`src/rtl/symcounter_pkg.sv`:
```
// Shared types and defaults for the multi-channel user counter slice.
package symcounter_pkg;

  // Shared run/stop control state for all channels.
  typedef enum logic {
    ST_STOPPED = 1'b0,
    ST_RUN     = 1'b1
  } run_state_e;

  // Default geometry of the counter bank.
  localparam int unsigned DEF_NUM_CH = 32'd4;
  localparam int unsigned DEF_WIDTH  = 32'd8;

endpackage

```
`src/rtl/updown_counter_ch.sv`:
```
// One counter channel: request qualification, up/down update with wrap or
// saturate behaviour, and sticky overflow/underflow flags.
module updown_counter_ch #(
  parameter int unsigned WIDTH       = 32'd8,
  parameter bit          SATURATE    = 1'b0,
  parameter bit          EDGE_DETECT = 1'b1
) (
  input  logic             clk,
  input  logic             reset,
  input  logic             en,
  input  logic             clear,
  input  logic             up,
  input  logic             down,
  output logic [WIDTH-1:0] count,
  output logic             ovf,
  output logic             unf
);

  localparam logic [WIDTH-1:0] MAX_VAL  = {WIDTH{1'b1}};
  localparam logic [WIDTH-1:0] ZERO_VAL = {WIDTH{1'b0}};
  localparam logic [WIDTH-1:0] ONE_VAL  = {{(WIDTH-1){1'b0}}, 1'b1};

  logic             up_q_r;
  logic             down_q_r;
  logic             inc_s;
  logic             dec_s;
  logic [WIDTH-1:0] count_r;
  logic [WIDTH-1:0] count_nxt_s;
  logic             ovf_r;
  logic             ovf_nxt_s;
  logic             unf_r;
  logic             unf_nxt_s;

  // Qualify the raw button levels into single-shot or level requests.
  always_comb begin
    inc_s = 1'b0;
    dec_s = 1'b0;
    if (EDGE_DETECT) begin
      inc_s = up & ~up_q_r;
      dec_s = down & ~down_q_r;
    end else begin
      inc_s = up;
      dec_s = down;
    end
  end

  // Next count and flag values; clear beats any request, opposing requests cancel.
  always_comb begin
    count_nxt_s = count_r;
    ovf_nxt_s   = ovf_r;
    unf_nxt_s   = unf_r;
    if (clear) begin
      count_nxt_s = ZERO_VAL;
      ovf_nxt_s   = 1'b0;
      unf_nxt_s   = 1'b0;
    end else if (en && inc_s && !dec_s) begin
      if (count_r == MAX_VAL) begin
        ovf_nxt_s = 1'b1;
        if (SATURATE) begin
          count_nxt_s = MAX_VAL;
        end else begin
          count_nxt_s = ZERO_VAL;
        end
      end else begin
        count_nxt_s = count_r + ONE_VAL;
      end
    end else if (en && dec_s && !inc_s) begin
      if (count_r == ZERO_VAL) begin
        unf_nxt_s = 1'b1;
        if (SATURATE) begin
          count_nxt_s = ZERO_VAL;
        end else begin
          count_nxt_s = MAX_VAL;
        end
      end else begin
        count_nxt_s = count_r - ONE_VAL;
      end
    end else begin
      count_nxt_s = count_r;
    end
  end

  // Edge history follows the inputs every cycle, even while stopped or clearing,
  // so a press already held when counting begins is not mistaken for a new one.
  always_ff @(posedge clk) begin
    if (reset) begin
      up_q_r   <= 1'b0;
      down_q_r <= 1'b0;
    end else begin
      up_q_r   <= up;
      down_q_r <= down;
    end
  end

  // Counter value and sticky flags.
  always_ff @(posedge clk) begin
    if (reset) begin
      count_r <= ZERO_VAL;
      ovf_r   <= 1'b0;
      unf_r   <= 1'b0;
    end else begin
      count_r <= count_nxt_s;
      ovf_r   <= ovf_nxt_s;
      unf_r   <= unf_nxt_s;
    end
  end

  assign count = count_r;
  assign ovf   = ovf_r;
  assign unf   = unf_r;

endmodule

```
`src/rtl/multi_channel_user_counter.sv`:
```
// Bank of independent up/down counters sharing one start/stop control FSM.
module multi_channel_user_counter
  import symcounter_pkg::*;
#(
  parameter int unsigned NUM_CH      = DEF_NUM_CH,
  parameter int unsigned WIDTH       = DEF_WIDTH,
  parameter bit          SATURATE    = 1'b0,
  parameter bit          EDGE_DETECT = 1'b1
) (
  input  logic                    Clk100M,
  input  logic                    reset,
  input  logic                    start,
  input  logic                    stop,
  input  logic                    clear,
  input  logic [NUM_CH-1:0]       up,
  input  logic [NUM_CH-1:0]       down,
  output logic [NUM_CH*WIDTH-1:0] count,
  output logic                    counting,
  output logic [NUM_CH-1:0]       ovf,
  output logic [NUM_CH-1:0]       unf
);

  run_state_e state_r;
  run_state_e state_nxt_s;
  logic       run_en_s;

  // Control state register.
  always_ff @(posedge Clk100M) begin
    if (reset) begin
      state_r <= ST_STOPPED;
    end else begin
      state_r <= state_nxt_s;
    end
  end

  // Next control state; start wins when start and stop arrive together.
  always_comb begin
    state_nxt_s = state_r;
    case (state_r)
      ST_STOPPED: begin
        if (start) begin
          state_nxt_s = ST_RUN;
        end else begin
          state_nxt_s = ST_STOPPED;
        end
      end
      ST_RUN: begin
        if (stop && !start) begin
          state_nxt_s = ST_STOPPED;
        end else begin
          state_nxt_s = ST_RUN;
        end
      end
      default: begin
        state_nxt_s = ST_STOPPED;
      end
    endcase
  end

  // counting comes straight from the state flop, so a start seen at one edge
  // enables requests from the following edge onward.
  assign run_en_s = (state_r == ST_RUN);
  assign counting = run_en_s;

  for (genvar ch = 0; ch < NUM_CH; ch++) begin : g_ch
    updown_counter_ch #(
      .WIDTH       (WIDTH),
      .SATURATE    (SATURATE),
      .EDGE_DETECT (EDGE_DETECT)
    ) u_ch (
      .clk   (Clk100M),
      .reset (reset),
      .en    (run_en_s),
      .clear (clear),
      .up    (up[ch]),
      .down  (down[ch]),
      .count (count[ch*WIDTH +: WIDTH]),
      .ovf   (ovf[ch]),
      .unf   (unf[ch])
    );
  end

endmodule

```
`config.mk`:
```
export PLATFORM = sky130hd
export DESIGN_NAME = multi_channel_user_counter
export DESIGN_NICKNAME = d
export VERILOG_FILES = /design/src/rtl/symcounter_pkg.sv /design/src/rtl/updown_counter_ch.sv /design/src/rtl/multi_channel_user_counter.sv
export SDC_FILE = /design/constraint.sdc
export NUM_CORES = 1
export LEC_CHECK = 0
export CAP_MARGIN = 20
export CORE_AREA = 2 2 97 108
export CTS_CLUSTER_DIAMETER = 150
export DETAILED_ROUTE_END_ITERATION = 8
export DIE_AREA = 0 0 99 110
export PLACE_DENSITY = 0.52
export RECOVER_POWER = 100
export SYNTH_ARGS = -nofsm -noshare
export SYNTH_HDL_FRONTEND = slang
export SYNTH_SLANG_ARGS = --single-unit
```
`constraint.sdc`:
```
create_clock -name Clk100M -period 3.1 [get_ports Clk100M]
set_input_delay 0.775 -clock Clk100M [delete_from_list [all_inputs] [get_ports Clk100M]]
set_output_delay 0.775 -clock Clk100M [all_outputs]
set_load 0.05 [all_outputs]
```
* After elaboration in Yosys (flattened, before gate mapping)
Cells that the tools add are included.
** Word-level totals
- Bits in registers :: 49
- Input bits :: 13
- Output and inout bits :: 41
- Logic and storage cells :: 116
** Cells by class
- Add/sub/neg operators :: 8
- Equality and inequality tests :: 4
- Muxes and demuxes :: 19
- Bitwise gates (word level) :: 21
- Reductions and logical operators :: 43
** Operators with widths (count)
- 8-bit 2-to-1 mux :: 16
- 8-bit by 1-bit adder with 8-bit output, second input constant :: 4
- 8-bit equality test, second input constant :: 4
- 8-bit logical NOT :: 4
- 8-bit by 1-bit subtractor with 8-bit output, second input constant :: 4
- 1-bit logical AND :: 17
- 1-bit NOT :: 13
- 3-bit AND reduction :: 4
- 1-bit logical NOT :: 9
- 1-bit AND :: 8
- 2-bit AND reduction :: 4
- 2-bit nonzero test :: 4
- 1-bit 2-to-1 mux :: 2
- 1-bit case mux with 2 select lines :: 1
- 2-bit OR reduction :: 1

* Logic depth before layout (Yosys ltp)
- Word-level depth :: 6
- Mapped depth :: 8
- Gate-level depth less buffers :: 7

* By module
A second synthesis with hierarchy kept.
** Second synthesis, totals
- Cell total of the unflattened synthesis :: 424
- Area total of the unflattened synthesis :: 3582.2 µm²
** By module, submodules not included
- updown_counter_ch :: times used 4, cells each 105, area an instance 885.8 µm², sequential area each 240.2 µm²
- multi_channel_user_counter :: times used 1, cells each 4, area an instance 38.8 µm², sequential area each 20.0 µm²

* Least setup slack after synthesis
No wires, ideal clock.
- Kind :: reg-to-reg
- From :: reg g_ch[1].u_ch.count_r[3]
- To :: reg g_ch[1].u_ch.count_r[7]
- Library setup time :: 0.145 ns
- Arrival time :: 2.051 ns
- Data required time :: 2.955 ns
- Path slack :: 0.904 ns
- Stages on the path, launching flop included :: 7
- Path buffers :: 1
- Clock period less this slack :: 2.196 ns
- Path through :: dfxtp_1 clkbuf_1 and3_1 nand3_1 or4_1 a22oi_1 a211oi_1
** Between the ends
- Longest elaborated chain between the ends :: 4
- Elaborated cells between the ends (all ways) :: 8
- Those cells by class :: 2 x add/sub; 1 x eq/ne; 4 x mux; 1 x reduce/logical
** Ends and longest elaborated chain
- from (decl) :: line updown_counter_ch.sv:27 : logic [WIDTH-1:0] count_r;
- from (signal assigned) :: line updown_counter_ch.sv:102 : count_r <= count_nxt_s;
- 8-bit by 1-bit subtractor with 8-bit output / 8-bit logical NOT (equally long branches) :: line updown_counter_ch.sv:76, updown_counter_ch.sv:68
- 8-bit 2-to-1 mux :: line updown_counter_ch.sv:68 : if (count_r == ZERO_VAL) begin
- 8-bit 2-to-1 mux :: line updown_counter_ch.sv:67 : end else if (en && dec_s && !inc_s) begin
- 8-bit 2-to-1 mux * :: line updown_counter_ch.sv:56 : end else if (en && inc_s && !dec_s) begin
Every way passes the cells marked *; elsewhere a longest branch is shown, timed or not. The select of a mux whose other input is x is not followed.
A chain may end at the register's enable or synchronous reset.

* Worst setup path in the final report
- From :: reg g_ch[2].u_ch.count_r[2]
- To :: out count[18]
** RTL lines
- from (decl) :: line updown_counter_ch.sv:27
- from (signal assigned) :: line updown_counter_ch.sv:102
- to (decl) :: line multi_channel_user_counter.sv:17 : output logic [NUM_CH*WIDTH-1:0] count,
No word-level cell between the ends.

==> reports/results.txt <==
Status: finished, final reports clean
Synthesized area per cell: 7.43 sq um
Final Max Tran Viols: 0
Vias per inst: 5.63
Core Region: 9750 sq um
Critical Path Source Type: register
Area grow syn2layout: 19.4%
Crit path capture type: output pin
Max incr delay on CP: 0.94 ns
Post-route ant nets: 0
Crit path buf inv count: 1
# DRC: 0
Number of flops mapped to enable cells by yosys: 0
Yosys top cell by area: dfxtp_1
Post-synth top flop: dfxtp_1
First-pass GRT wire length: 15700 um
Total global-route track usage: 0.176
Share of the synthesized area in the top cell type: 0.294
Vias: 3403
# port buffers: 53
Die ar.: 10900 sq um
Fill cells: 1009
Cts-stage hold buffer count: 0
Min-delay worst type: reg -> reg
Pleak: 0.00150 uW
Setup TNS: 0 ns
Tmin final: 2.62 ns
H-tree depth: 2
VDD IR-drop max: 0.179 mV
Worst-path fanout max: 14
FMAX: 381 MHz
Worst Setup SP: g_ch[2].u_ch.count[2]
Clock sinks: 49
Post-synthesis async set-or-reset flop share: 0
Die width: 99 um
Drt first pass iters: 4
Total CTS buffers: 5
Fin util: 0.409
CP delay by family, top: buffers and inverters
P per Cell Area: 359 nW/um^2
Top post-synthesis cells by area: dfxtp_1, a21oi_1, ha_1
GP Congestion: 0.907
Ports: 54
Slew HR: 0.312
Crit Path Category: reg -> out
Fin crit share: 0.846
Fin. Hold Viols: 0
First-iteration detailed-routing DRC count: 181
Syn. warnings: 0
CP Cell Sequence: dlygate4sd3_1
Layout cells sized above 1: 0.0475
Routed wire length: 9380 um
Initial antenna violation count: 0
Die height: 110 um
Register area share after synthesis: 0.294
Worst Tran Pin Value: 1.03 ns
Mapped cell area: 3340 sq um
Antenna Cells: 0
# resized after CTS: 0
Final #Nets: 508
Drt wl/cell: 15.5 um
Hold Startpoint: g_ch[2].u_ch.unf
# rows: 38
Worst EP arrival: 1.85 ns
Worst Path Required: 2.32 ns
Grt ovf: 0
Setup bufs post-CTS: 0
Slowest CP cell: dlygate4sd3_1
Largest net degree at the start of global routing: 25
CTS tree: done
Dpl hpwl: 6770 um
Vias in the first global route: 3163
Starting Density: 0.342
Syn nets: 474
Cell variety after synth: 65
CTS max path bufs: 2
Reg clk slew, reported paths: 0.10 ns
RSZ-0062 raised after global routing: no
Clk root buf: clkbuf_8
Cells after Synth: 449
Max Cap Violations: 0
Crit Reg-Reg Startpoint: counting
Final setup vio count: 0
Worst skew pair latency: 0.31 ns
Clock Skew: 0.0103 ns
#FFs+latches synth: 49
[cell families after synthesis]
family | after synthesis | share of synthesized area
compound gates | 131 | 0.253
xor+xnor | 8 | 0.0210
fa+ha+maj | 12 | 0.0450
buf+inv | 55 | 0.0761
flops | 49 | 0.294
mux | 3 | 0.00900
simple gates | 191 | 0.302
[worst paths after layout]
path                                               to  slack [ns]  cells after the start
worst max register to register  g_ch[1].u_ch.count[6]        0.84                      7
worst min-delay path                 g_ch[2].u_ch.unf        0.47                      2
worst min register to register       g_ch[2].u_ch.unf        0.47                      2
worst max-delay path                        count[18]        0.48                      1
[final cells by class]
cell class                 instances  area [sq um]  share of cell area
clock buffer                       7          96.3              0.0242
clock inverter                     1          5.00             0.00126
inverter                          22          82.6              0.0207
multi-input combinational        345          2100               0.527
sequential                        49           981               0.246
tap                              120           150              0.0377
timing repair buffer              60           572               0.143
[synthesized netlist by cell type (all sizes together), types with 8 or more instances]
library cell	number
nor2	39
nor3	21
dfxtp	49
buf	13
inv	22
nand2	38
ha	12
nor2b	14
o211ai	10
a21oi	41
clkbuf	20
and3	10
or3	8
nand3	20
a31oi	9
o21ai	28
[state kept, by name, indices dropped and copies added (netlist names)]
register	cells
g_ch.u_ch.ovf	4
g_ch.u_ch.up_q_r	4
g_ch.u_ch.count	32
counting	1
g_ch.u_ch.down_q_r	4
g_ch.u_ch.unf	4
[where the power goes]
part | switching, uW | internal (uW) | leakage (uW)
logic | 198 | 118 | 0.00105
clock network | 232 | 203 | 0.0000542
registers | 32.6 | 649 | 0.000399
total | 463 | 969 | 0.00150
[through the flow]
stage | hold slack (ns) | area [sq um] | total power [uW] | worst slack [ns] | cells
after floorplan | 0.438 | 3340 | 923 | 0.904 | 449
final | 0.473 | 3990 | 1430 | 0.478 | 604
after global placement | 0.448 | 3900 | 1020 | 0.469 | 596
after global routing | 0.507 | 3990 | 1510 | 0.368 | 604
after detailed placement | 0.463 | 3900 | 1020 | 0.419 | 596
after CTS | 0.490 | 4000 | 1460 | 0.503 | 604
[layer usage]
metal  share of wire  up-vias  global-route usage
met4           0.017        0              0.0685
met3           0.044       17              0.0290
met1            0.46     1593               0.232
met2            0.47       98               0.290
met5               0        -                   0
li1                -     1695                   -
[layout by cell type (no fill, tap or decap), types with 8 or more instances in the layout]
master,netlist,final
nor3_1,20,21
inv_1,22,22
ha_1,12,12
a31oi_1,9,9
or3_1,8,8
o21ai_0,24,25
nor2_1,39,39
and3_1,9,9
a21oi_1,41,41
nand2_1,38,38
nand3_1,20,20
o211ai_1,9,9
dlygate4sd3_1,0,46
nor2b_1,14,14
dfxtp_1,49,49
No activity file was read; power rests on OpenSTA's default activity.
